File: config.mk
export PLATFORM = sky130hd
export DESIGN_NAME = burst_line_port_flat
export DESIGN_NICKNAME = d
export VERILOG_FILES = /design/src/rtl/burst_line_pkg.sv /design/src/rtl/burst_line_if.sv /design/src/rtl/burst_line_port_buffer.sv /design/src/rtl/burst_line_port.sv /design/src/flat_wrapper.sv
export SDC_FILE = /design/constraint.sdc
export NUM_CORES = 1
export LEC_CHECK = 0
export BUFFER_PORTS_ARGS = -buffer_cell sky130_fd_sc_hd__buf_2
export CAP_MARGIN = 20
export CORE_AREA = 2 2 271 273
export DETAILED_ROUTE_END_ITERATION = 10
export DIE_AREA = 0 0 273 275
export PLACE_DENSITY = 0.58
export SYNTH_ARGS = -nofsm -noshare
export SYNTH_HDL_FRONTEND = slang
export SYNTH_SLANG_ARGS = --single-unit
File: constraint.sdc
create_clock -name clk -period 4.7 [get_ports clk]
set_input_delay 0.235 -clock clk [delete_from_list [all_inputs] [get_ports clk]]
set_output_delay 0.235 -clock clk [all_outputs]
set_load 0.05 [all_outputs]
File: src/rtl/burst_line_pkg.sv
// Shared constants and FSM encoding for the line-granular burst RAM requester.
package burst_line_pkg;
  localparam int BL_ADDR_BITWIDTH  = 4;
  localparam int BL_DATA_BITWIDTH  = 64;
  localparam int BL_BURST_COUNT    = 4;
  localparam int BEAT_IDX_BITWIDTH = $clog2(BL_BURST_COUNT);

  localparam logic RAM_CMD_READ  = 1'b0;
  localparam logic RAM_CMD_WRITE = 1'b1;

  typedef enum logic [2:0] {
    ST_IDLE       = 3'd0,
    ST_WR_BURST   = 3'd1,
    ST_RD_CMD     = 3'd2,
    ST_RD_COLLECT = 3'd3,
    ST_RESP       = 3'd4
  } state_e;
endpackage

File: src/rtl/burst_line_if.sv
// Client request/response plus RAM command/burst signals of the line port.
interface burst_line_if
  import burst_line_pkg::*;
#(
  parameter int ADDR_BITWIDTH = BL_ADDR_BITWIDTH,
  parameter int DATA_BITWIDTH = BL_DATA_BITWIDTH,
  parameter int BURST_COUNT   = BL_BURST_COUNT
);
  localparam int LINE_BITWIDTH      = DATA_BITWIDTH * BURST_COUNT;
  localparam int LINE_ADDR_BITWIDTH = ADDR_BITWIDTH - $clog2(BURST_COUNT);

  logic                          req_valid;
  logic                          req_ready;
  logic                          req_write;
  logic [LINE_ADDR_BITWIDTH-1:0] req_line_addr;
  logic [LINE_BITWIDTH-1:0]      req_wr_line;
  logic [LINE_BITWIDTH/8-1:0]    req_wr_strb;
  logic                          resp_valid;
  logic [LINE_BITWIDTH-1:0]      resp_rd_line;
  logic                          err;
  logic                          ram_cmd;
  logic                          ram_cmd_en;
  logic [ADDR_BITWIDTH-1:0]      ram_addr;
  logic [DATA_BITWIDTH-1:0]      ram_wr_data;
  logic [DATA_BITWIDTH/8-1:0]    ram_data_mask;
  logic [DATA_BITWIDTH-1:0]      ram_rd_data;
  logic                          ram_rd_data_valid;
  logic                          ram_busy;

  modport slave (
    input  req_valid, req_write, req_line_addr, req_wr_line, req_wr_strb,
    input  ram_rd_data, ram_rd_data_valid, ram_busy,
    output req_ready, resp_valid, resp_rd_line, err,
    output ram_cmd, ram_cmd_en, ram_addr, ram_wr_data, ram_data_mask
  );

  modport master (
    output req_valid, req_write, req_line_addr, req_wr_line, req_wr_strb,
    output ram_rd_data, ram_rd_data_valid, ram_busy,
    input  req_ready, resp_valid, resp_rd_line, err,
    input  ram_cmd, ram_cmd_en, ram_addr, ram_wr_data, ram_data_mask
  );
endinterface

File: src/rtl/burst_line_port_buffer.sv
// Beat-slot line register: loads whole lines or single beats, exposes line and one selected beat.
module burst_line_buffer
  import burst_line_pkg::*;
#(
  parameter int DATA_BITWIDTH = BL_DATA_BITWIDTH,
  parameter int BURST_COUNT   = BL_BURST_COUNT,
  localparam int IDX_W        = $clog2(BURST_COUNT)
) (
  input  logic                                      clk,
  input  logic                                      rst_n,
  input  logic [BURST_COUNT-1:0]                    i_we,
  input  logic [BURST_COUNT-1:0][DATA_BITWIDTH-1:0] i_wdata,
  input  logic [IDX_W-1:0]                          i_sel,
  output logic [BURST_COUNT-1:0][DATA_BITWIDTH-1:0] o_line,
  output logic [DATA_BITWIDTH-1:0]                  o_beat
);
  logic [DATA_BITWIDTH-1:0] r_slot [BURST_COUNT];

  for (genvar g = 0; g < BURST_COUNT; g++) begin : g_slot
    always_ff @(posedge clk or negedge rst_n) begin
      if (!rst_n)       r_slot[g] <= '0;
      else if (i_we[g]) r_slot[g] <= i_wdata[g];
    end
    assign o_line[g] = r_slot[g];
  end

  assign o_beat = r_slot[i_sel];
endmodule

File: src/rtl/burst_line_port.sv
// Line requester: turns one 256-bit read/write into a RAM command plus 4-beat burst.
module burst_line_port
  import burst_line_pkg::*;
#(
  parameter int ADDR_BITWIDTH = BL_ADDR_BITWIDTH,
  parameter int DATA_BITWIDTH = BL_DATA_BITWIDTH,
  parameter int BURST_COUNT   = BL_BURST_COUNT
) (
  input logic         clk,
  input logic         rst_n,
  burst_line_if.slave bus
);
  localparam int LINE_BITWIDTH = DATA_BITWIDTH * BURST_COUNT;
  localparam int IDX_W         = $clog2(BURST_COUNT);
  localparam int STRB_W        = DATA_BITWIDTH / 8;
  localparam logic [IDX_W-1:0] LAST_BEAT = IDX_W'(BURST_COUNT - 1);

  state_e                                    r_state;
  logic                                      r_live, r_busy_d, r_err, r_resp_valid;
  logic                                      r_cmd, r_cmd_en;
  logic [ADDR_BITWIDTH-1:0]                  r_addr;
  logic [DATA_BITWIDTH-1:0]                  r_wr_data;
  logic [STRB_W-1:0]                         r_mask;
  logic [IDX_W-1:0]                          r_cnt;
  logic [BURST_COUNT-1:0][STRB_W-1:0]        r_strb;
  logic [LINE_BITWIDTH-1:0]                  r_rd_line;

  logic                                      w_accept, w_beat_in;
  logic [BURST_COUNT-1:0]                    w_buf_we;
  logic [BURST_COUNT-1:0][DATA_BITWIDTH-1:0] w_buf_wdata, w_buf_line, w_req_line;
  logic [BURST_COUNT-1:0][STRB_W-1:0]        w_req_strb;
  logic [DATA_BITWIDTH-1:0]                  w_buf_beat;

  assign w_req_line    = bus.req_wr_line;
  assign w_req_strb    = bus.req_wr_strb;
  // r_live keeps req_ready low while reset is asserted.
  assign bus.req_ready = r_live && (r_state == ST_IDLE) && !bus.ram_busy;
  assign w_accept      = bus.req_valid && bus.req_ready;
  assign w_beat_in     = (r_state == ST_RD_COLLECT) && bus.ram_rd_data_valid;

  // Same buffer serializes write lines (loaded whole on accept) and assembles read beats.
  always_comb begin
    w_buf_we    = '0;
    w_buf_wdata = {BURST_COUNT{bus.ram_rd_data}};
    if (w_accept && bus.req_write) begin
      w_buf_we    = '1;
      w_buf_wdata = w_req_line;
    end else if (w_beat_in) begin
      w_buf_we[r_cnt] = 1'b1;
    end
  end

  burst_line_buffer #(
    .DATA_BITWIDTH (DATA_BITWIDTH),
    .BURST_COUNT   (BURST_COUNT)
  ) u_buf (
    .clk     (clk),
    .rst_n   (rst_n),
    .i_we    (w_buf_we),
    .i_wdata (w_buf_wdata),
    .i_sel   (r_cnt),
    .o_line  (w_buf_line),
    .o_beat  (w_buf_beat)
  );

  always_ff @(posedge clk or negedge rst_n) begin
    if (!rst_n) begin
      r_state      <= ST_IDLE;
      r_live       <= 1'b0;
      r_busy_d     <= 1'b0;
      r_err        <= 1'b0;
      r_resp_valid <= 1'b0;
      r_cmd        <= RAM_CMD_READ;
      r_cmd_en     <= 1'b0;
      r_addr       <= '0;
      r_wr_data    <= '0;
      r_mask       <= '0;
      r_cnt        <= '0;
      r_strb       <= '0;
      r_rd_line    <= '0;
    end else begin
      r_live       <= 1'b1;
      r_busy_d     <= bus.ram_busy;
      r_resp_valid <= 1'b0;
      r_cmd_en     <= 1'b0;
      if (bus.ram_rd_data_valid && r_state != ST_RD_COLLECT) r_err <= 1'b1;
      if (bus.ram_busy && !r_busy_d &&
          (r_state == ST_WR_BURST || r_state == ST_RD_COLLECT)) r_err <= 1'b1;
      case (r_state)
        ST_IDLE: if (w_accept) begin
          r_cmd_en <= 1'b1;
          r_cmd    <= bus.req_write ? RAM_CMD_WRITE : RAM_CMD_READ;
          r_addr   <= {bus.req_line_addr, {IDX_W{1'b0}}};
          r_strb   <= w_req_strb;
          if (bus.req_write) begin
            // Beat 0 goes out alongside the command, straight from the request.
            r_wr_data <= w_req_line[0];
            r_mask    <= ~w_req_strb[0];
            r_cnt     <= IDX_W'(1);
            r_state   <= ST_WR_BURST;
          end else begin
            r_cnt   <= '0;
            r_state <= ST_RD_CMD;
          end
        end
        ST_WR_BURST: begin
          if (r_cnt == '0) begin
            r_wr_data    <= '0;
            r_mask       <= '0;
            r_cmd        <= RAM_CMD_READ;
            r_resp_valid <= 1'b1;
            r_state      <= ST_RESP;
          end else begin
            r_wr_data <= w_buf_beat;
            r_mask    <= ~r_strb[r_cnt];
            r_cnt     <= r_cnt + 1'b1;
          end
        end
        ST_RD_CMD: r_state <= ST_RD_COLLECT;
        ST_RD_COLLECT: if (bus.ram_rd_data_valid) begin
          r_cnt <= r_cnt + 1'b1;
          if (r_cnt == LAST_BEAT) begin
            r_rd_line    <= {bus.ram_rd_data, w_buf_line[BURST_COUNT-2:0]};
            r_resp_valid <= 1'b1;
            r_state      <= ST_RESP;
          end
        end
        ST_RESP: r_state <= ST_IDLE;
        default: r_state <= ST_IDLE;
      endcase
    end
  end

  assign bus.resp_valid    = r_resp_valid;
  assign bus.resp_rd_line  = r_rd_line;
  assign bus.err           = r_err;
  assign bus.ram_cmd       = r_cmd;
  assign bus.ram_cmd_en    = r_cmd_en;
  assign bus.ram_addr      = r_addr;
  assign bus.ram_wr_data   = r_wr_data;
  assign bus.ram_data_mask = r_mask;
endmodule

File: src/flat_wrapper.sv
// flat-port wrapper written by rule: the top's interface ports become plain ports
module burst_line_port_flat import burst_line_pkg::*;
#(
  parameter int ADDR_BITWIDTH = BL_ADDR_BITWIDTH,
  parameter int DATA_BITWIDTH = BL_DATA_BITWIDTH,
  parameter int BURST_COUNT   = BL_BURST_COUNT
)
  (clk, rst_n, bus_req_valid, bus_req_write, bus_req_line_addr, bus_req_wr_line, bus_req_wr_strb, bus_ram_rd_data, bus_ram_rd_data_valid, bus_ram_busy, bus_req_ready, bus_resp_valid, bus_resp_rd_line, bus_err, bus_ram_cmd, bus_ram_cmd_en, bus_ram_addr, bus_ram_wr_data, bus_ram_data_mask);
  burst_line_if #(.ADDR_BITWIDTH(ADDR_BITWIDTH), .DATA_BITWIDTH(DATA_BITWIDTH), .BURST_COUNT(BURST_COUNT)) bus_i ();
  input logic clk;
  input logic rst_n;
  input wire logic [$bits(bus_i.req_valid)-1:0] bus_req_valid;
  input wire logic [$bits(bus_i.req_write)-1:0] bus_req_write;
  input wire logic [$bits(bus_i.req_line_addr)-1:0] bus_req_line_addr;
  input wire logic [$bits(bus_i.req_wr_line)-1:0] bus_req_wr_line;
  input wire logic [$bits(bus_i.req_wr_strb)-1:0] bus_req_wr_strb;
  input wire logic [$bits(bus_i.ram_rd_data)-1:0] bus_ram_rd_data;
  input wire logic [$bits(bus_i.ram_rd_data_valid)-1:0] bus_ram_rd_data_valid;
  input wire logic [$bits(bus_i.ram_busy)-1:0] bus_ram_busy;
  output wire logic [$bits(bus_i.req_ready)-1:0] bus_req_ready;
  output wire logic [$bits(bus_i.resp_valid)-1:0] bus_resp_valid;
  output wire logic [$bits(bus_i.resp_rd_line)-1:0] bus_resp_rd_line;
  output wire logic [$bits(bus_i.err)-1:0] bus_err;
  output wire logic [$bits(bus_i.ram_cmd)-1:0] bus_ram_cmd;
  output wire logic [$bits(bus_i.ram_cmd_en)-1:0] bus_ram_cmd_en;
  output wire logic [$bits(bus_i.ram_addr)-1:0] bus_ram_addr;
  output wire logic [$bits(bus_i.ram_wr_data)-1:0] bus_ram_wr_data;
  output wire logic [$bits(bus_i.ram_data_mask)-1:0] bus_ram_data_mask;
  assign bus_i.req_valid = bus_req_valid;
  assign bus_i.req_write = bus_req_write;
  assign bus_i.req_line_addr = bus_req_line_addr;
  assign bus_i.req_wr_line = bus_req_wr_line;
  assign bus_i.req_wr_strb = bus_req_wr_strb;
  assign bus_i.ram_rd_data = bus_ram_rd_data;
  assign bus_i.ram_rd_data_valid = bus_ram_rd_data_valid;
  assign bus_i.ram_busy = bus_ram_busy;
  assign bus_req_ready = bus_i.req_ready;
  assign bus_resp_valid = bus_i.resp_valid;
  assign bus_resp_rd_line = bus_i.resp_rd_line;
  assign bus_err = bus_i.err;
  assign bus_ram_cmd = bus_i.ram_cmd;
  assign bus_ram_cmd_en = bus_i.ram_cmd_en;
  assign bus_ram_addr = bus_i.ram_addr;
  assign bus_ram_wr_data = bus_i.ram_wr_data;
  assign bus_ram_data_mask = bus_i.ram_data_mask;
  burst_line_port #(.ADDR_BITWIDTH(ADDR_BITWIDTH), .DATA_BITWIDTH(DATA_BITWIDTH), .BURST_COUNT(BURST_COUNT)) u_core (.clk(clk), .rst_n(rst_n), .bus(bus_i));
endmodule
# --- Yosys cells after proc, flatten, opt, wreduce, memory -nomap -nowiden ---
# Cells that the tools add are included.
op_classes:
  n_reduce_logical: 23
  n_bitwise: 3
  n_eq_ne: 11
  add_sub_neg: 1
  n_mux: 41
  magnitude_cmp: 3
ops:
  columns: ["cell", "n"]
  rows:
  - ["$mux W64", 5]
  - ["$mux W256", 1]
  - ["$bmux W64 S2", 1]
  - ["$pmux W64 S2", 1]
  - ["$mux W8", 4]
  - ["$bmux W8 S2", 1]
  - ["$not A8 Y8", 2]
  - ["$pmux W8 S2", 1]
  - ["$mux W1", 12]
  - ["$mux W3", 4]
  - ["$pmux W3 S4", 1]
  - ["$ne A2 B2 Y1 const B", 5]
  - ["$logic_and A1 B1 Y1", 9]
  - ["$reduce_and A3 Y1", 3]
  - ["$mux W2", 4]
  - ["$mux W4", 2]
  - ["$reduce_and A4 Y1", 2]
  - ["$eq A3 B2 Y1 const B", 2]
  - ["$pmux W2 S3", 1]
  - ["$pmux W1 S2", 2]
  - ["$reduce_bool A2 Y1", 2]
  - ["$eq A3 B1 Y1 const B", 1]
  - ["$ge A3 B3 Y1 const B", 1]
  - ["$logic_not A3 Y1", 1]
  - ["13 further kinds", 14]
word_totals:
  elab_cells: 102
  ff_bits: 629
  output_inout_bits: 337
  inputBits: 360

# --- Depth between registers and ports, before layout ---
depth:
  ltp_word: 6
  mapped_depth: 10
  mapped_depth_nobuf: 6

# --- Hierarchy ---
# A second synthesis with hierarchy kept.
unflattened:
  cells_unflattened: 2096
  hier_area_um2: 28650.0
by_module_without_submodules:
  columns: ["module", "area_per_inst_um2", "cells_each", "n_inst", "seq_area_each_um2"]
  rows:
  - ["burst_line_port", 17598.1, 1478, 1, 9334.0]
  - ["burst_line_buffer", 11051.8, 618, 1, 6406.1]

# --- Worst setup path before layout ---
# No wires, ideal clock.
synth_timing:
  kind: "register to register"
  from: "reg u_core.r_cnt[0]"
  to: "reg u_core.r_cnt[0]"
  slack_ps: 2344
  n_path_buf: 3
  t_required_ps: 4574
  setup_time_ps: 126
  synth_period_minus_slack_ps: 2356
  t_arrival_ps: 2230
  path_stages_with_launch: 10
  cell_sequence: "dfrtp_1 > buf_2 > buf_2 > inv_1 > ha_1 > clkbuf_1 > nor2b_1 > nor3_1 > nor3_1 > a221o_1"
synth_via:
  elab_chain_len: 3
  elab_cells_between_ends: 7
  cone_classes: "add/sub (1); eq/ne (1); mux (3); reduce/logical (2)"
synth_rtl:
  columns: ["element", "line", "rtl"]
  rows:
  - ["from (decl)", "burst_line_port.sv:24", "logic [IDX_W-1:0] r_cnt;"]
  - ["from (signal assigned)", "burst_line_port.sv:116", "r_cnt <= r_cnt + 1'b1;"]
  - ["from (signal assigned)", "burst_line_port.sv:121", "r_cnt <= r_cnt + 1'b1;"]
  - ["$add A2 B1 Y2 or $logic_not A2 Y1 (tied branches)", "burst_line_port.sv:116, burst_line_port.sv:121, burst_line_port.sv:107", null]
  - ["$mux W2 (tied with other cells)", "burst_line_port.sv:120", "ST_RD_COLLECT: if (bus.ram_rd_data_valid) begin"]
  - ["$pmux W2 S3 or $reduce_and A4 Y1 (tied branches)", null, null]
# Parallel ways exist; a longest one is shown, timed or not. The select of a mux whose other input is x is not followed.
# A chain may end at the register's enable or synchronous reset.

# --- Worst setup path after layout ---
layout_timing:
  from: "reg u_core.r_cnt[0]"
  to: "reg u_core.u_buf.r_slot, in the netlist u_core.u_buf.o_line[241]"
layout_via:
  elab_chain_len: 6
  elab_cells_between_ends: 7
  cone_classes: "order compare (2); mux (4); reduce/logical (1)"
layout_rtl:
  columns: ["element", "line", "rtl"]
  rows:
  - ["$lt A2 B3 Y1 (not written as such) or $ge A2 B1 Y1 (tied branches)", "burst_line_port.sv:49", "w_buf_we[r_cnt] = 1'b1;"]
  - ["$logic_and A1 B1 Y1 (not written as such)", "burst_line_port.sv:49", null]
  - ["$mux W1 (not written as such)", "burst_line_port.sv:49", null]
  - ["$demux W1 S2 (*)", null, null]
  - ["$mux W4 (*)", "burst_line_port.sv:48", "end else if (w_beat_in) begin"]
  - ["$mux W4 (*)", "burst_line_port.sv:45", "if (w_accept && bus.req_write) begin"]
  - ["to (signal, indexed assignment)", "burst_line_port_buffer.sv:22", "else if (i_we[g]) r_slot[g] <= i_wdata[g];"]
  - ["to (decl)", "burst_line_port_buffer.sv:17", "logic [DATA_BITWIDTH-1:0] r_slot [BURST_COUNT];"]
# Mark *: on every way between the ends. The rest lies on a longest branch, timed or not.

==> metrics <==
status=finished, final reports clean; I/O Buffers=approximately 690; Worst-Margin Slew=1160 ps; CP Capture Type=register; Overflow after GRT=0; Pleak=between 20 and 25 nW; VDD IR max=approximately 0.53 mV; Crit path largest cell delay=approximately 1100 ps; Worst Skew=around 26 ps; CP delay by family, top=flip-flops; period utilisation layout=between 70% and 80%; min Tclk post-route=between 3000 and 4000 ps; setup violators final=0; Seq cells post-synth=roughly 630; clock share of power=roughly 18%; 1st-iter DRT viols=between 2000 and 3000; CTS root buf=clkbuf_16; fin util=53.9%; initial antenna violation count=7; multi-input logic area=between 10000 and 15000 um2; die area=about 75000 um2; crit path launch=u_core.r_cnt[0]$_DFFE_PN0P_; hold wc startpoint=bus_ram_rd_data[40]; DRT antenna net count=0; Worst-path clk slew=around 60 ps; Initial Utilization=37.9%; Arr. time, crit path=approximately 4200 ps; synth top area cells=dfrtp_1 57%, nand2_1 16%, a21oi_1 9.4%; Setup TNS=0 ps; most frequent cell after synthesis=nand2_1; pin count of the biggest net entering global routing=between 200 and 250; ys async rst share=100%; RD Place Congestion=between 0.8 and 0.9; YS warnings=0; final std cells w/o fill=5145; Synth Cell Area=about 27000 um2; postcts setup bufs=0; sequential power share=about a third; sequential cell area=roughly 16000 um2; Psw=between 10 and 15 mW; Place WS=1680 ps; Core ar.=approximately 72000 um2; total track usage=28.2%; Final Hold Viols=0; depth of the CTS H-tree=3; reg2reg start=u_core.r_cnt[0]$_DFFE_PN0P_; CTS Hold Bufs=roughly 520; critical path cell sequence=ha_1 -> nand2_4 -> buf_12 -> nand2_1 -> a31oi_1 -> dlygate4sd3_1; detailed placement HPWL=67100 um; commonest cells in the netlist=1200 x nand2_1, 629 x dfrtp_1, 514 x a21oi_1; via count=roughly 27000; Synth Area per Inst=9.06 um2; max_cap viols=0; sw frac=a little under half; drt pass-1 iters=5; Die Height=275 um; startpoint types=register; routed vias/inst=roughly 5.3; post_cts resized=0; NumNets Final=4494; Comb pwr share=roughly 47%; final WL=around 110000 um; crit path max-delay cell type=dfrtp_4; f_max=0.271 GHz; routed len/inst=approximately 21 um; placed insts=between 4000 and 5000; Worst Path Buf+Inv=2; crit path max fanout=roughly 170; register area share after synthesis=between 50% and 60%; Worst Slack Setup Final=1020 ps; I/O pin cnt=697; slew margin rel.=22.7%; Worst Path Required=roughly 5200 ps; Area growth, synth to finish=42.5%; layout cells sized above 1=22.1%; # rows=99; CTS tree=done; critical path class=reg -> reg; vias in the first global route=about 27000; DRC violations left=0; unrepaired setup endpoints after global routing=false; EDFF count, synth=0; first-pass GRT wire length=about 160000 um; clock sinks=629; Power Density=around 760 nW/um2; dpl cell area=roughly 32000 um2; worst-skew pair later-pin latency=610 ps; Yosys top cell area share=a little under three fifths; Longest Clk Path Bufs=3; HP Class=in -> reg; cell-internal power=between 15 and 20 mW; die width=273 um; fillers=between 6000 and 7000; Yosys cell types=34; Yosys top cell by area=dfrtp_1; fin area=between 30000 and 40000 um2; max-slew violations=0; Gate Count Post-Synth=3021; Num CTS Buffers=72; main flop type after synthesis=dfrtp_1
## layer usage
metal	vias up	global-route usage, %	routed length (um)
met2	1321	46.1	52100
met5	-	0	25
met1	13349	36.6	43000
met3	284	4.99	8180
li1	12197	-	-
met4	4	13.2	5170
## sequential cells by signal, indices dropped and copies added, names as in the netlist
register	cells
u_core.r_cnt	2
u_core.bus.ram_cmd_en	1
u_core.bus.resp_valid	1
u_core.bus.ram_addr	2
u_core.bus.ram_cmd	1
u_core.u_buf.o_line	256
u_core.bus.resp_rd_line	256
u_core.r_live	1
u_core.bus.ram_wr_data	64
u_core.bus.ram_data_mask	8
u_core.r_strb	32
u_core.bus.err	1
u_core.r_state	3
u_core.r_busy_d	1
## path summary, 6_finish.rpt
path | endpoint | slack (ps) | cells past startpoint
worst min register to register | u_core.bus.ram_addr[2]$_DFFE_PN0P_ | 460 | 2
worst max-delay path | u_core.u_buf.o_line[241]$_DFFE_PN0P_ | 1020 | 6
worst max register to register | u_core.u_buf.o_line[241]$_DFFE_PN0P_ | 1020 | 6
worst min-delay path | u_core.bus.resp_rd_line[232]$_DFFE_PN0N_ | 40 | 3
max in group asynchronous | u_core.bus.resp_rd_line[229]$_DFFE_PN0N_ | 3210 | 3
min in group asynchronous | u_core.bus.ram_addr[2]$_DFFE_PN0P_ | 250 | 2
## worst min-delay path, stage by stage
cell	delay [ps]
buf_2	130
nand2_1	140
nand2_1	90
## power groups by stage
stage	combinational [mW]	clock [mW]	sequential, mW
6_report	13.8	5.46	10.4
3_3_place_gp	12.1	0	10.4
4_1_cts	13.7	5.56	10.3
3_5_place_dp	12.3	0	10.4
5_1_grt	14.7	5.76	10.7
2_1_floorplan	4.48	0	14.4
## cell type report
cell class,instances,share of cell area (%)
Tap cell,959,3.08
Clock buffer,109,5.44
Antenna cell,6,0.0385
Clock inverter,15,0.330
Inverter,4,0.0385
Timing Repair Buffer,1253,23.5
Sequential cell,629,40.4
Multi-Input combinational cell,2170,27.3
## cell families after synthesis
| kind of cell | after synthesis | share of synthesized area [%] |
|---|---|---|
| AO/OA/AOI/OAI | 658 | 12.6 |
| adder cells (fa/ha/maj) | 4 | 0.183 |
| buffers and inverters | 223 | 3.86 |
| flip-flops | 629 | 57.5 |
| multiplexers | 72 | 5.92 |
| other | 2 | 0.0274 |
| AND/OR/NAND/NOR | 1433 | 20.0 |
## through the flow
step,hold WS [ps],power [mW]
2_1_floorplan,-60.6,18.9
3_3_place_gp,308,22.5
3_5_place_dp,305,22.7
4_1_cts,3.70,29.5
5_1_grt,37.7,31.1
6_report,37.5,29.6
## placed cells by master (no fill, tap or decap), types with 3 or more instances in the layout
cell type      count
a21oi_1          514
and2_4             4
a31oi_1           64
o21ai_1           40
buf_2            693
clkbuf_1          20
dlygate4sd3_1    522
nand2_4            4
ha_1               4
nor3_1            12
buf_4             24
inv_1              4
clkbuf_16         73
clkinv_2          10
a311o_1            8
buf_12            12
nor2_1           202
mux4_2            72
diode_2            6
dfrtp_1          627
clkbuf_8          16
o21ai_0           25
nand2_1         1196
conb_1             3
No activity file was read; power rests on OpenSTA's default activity.
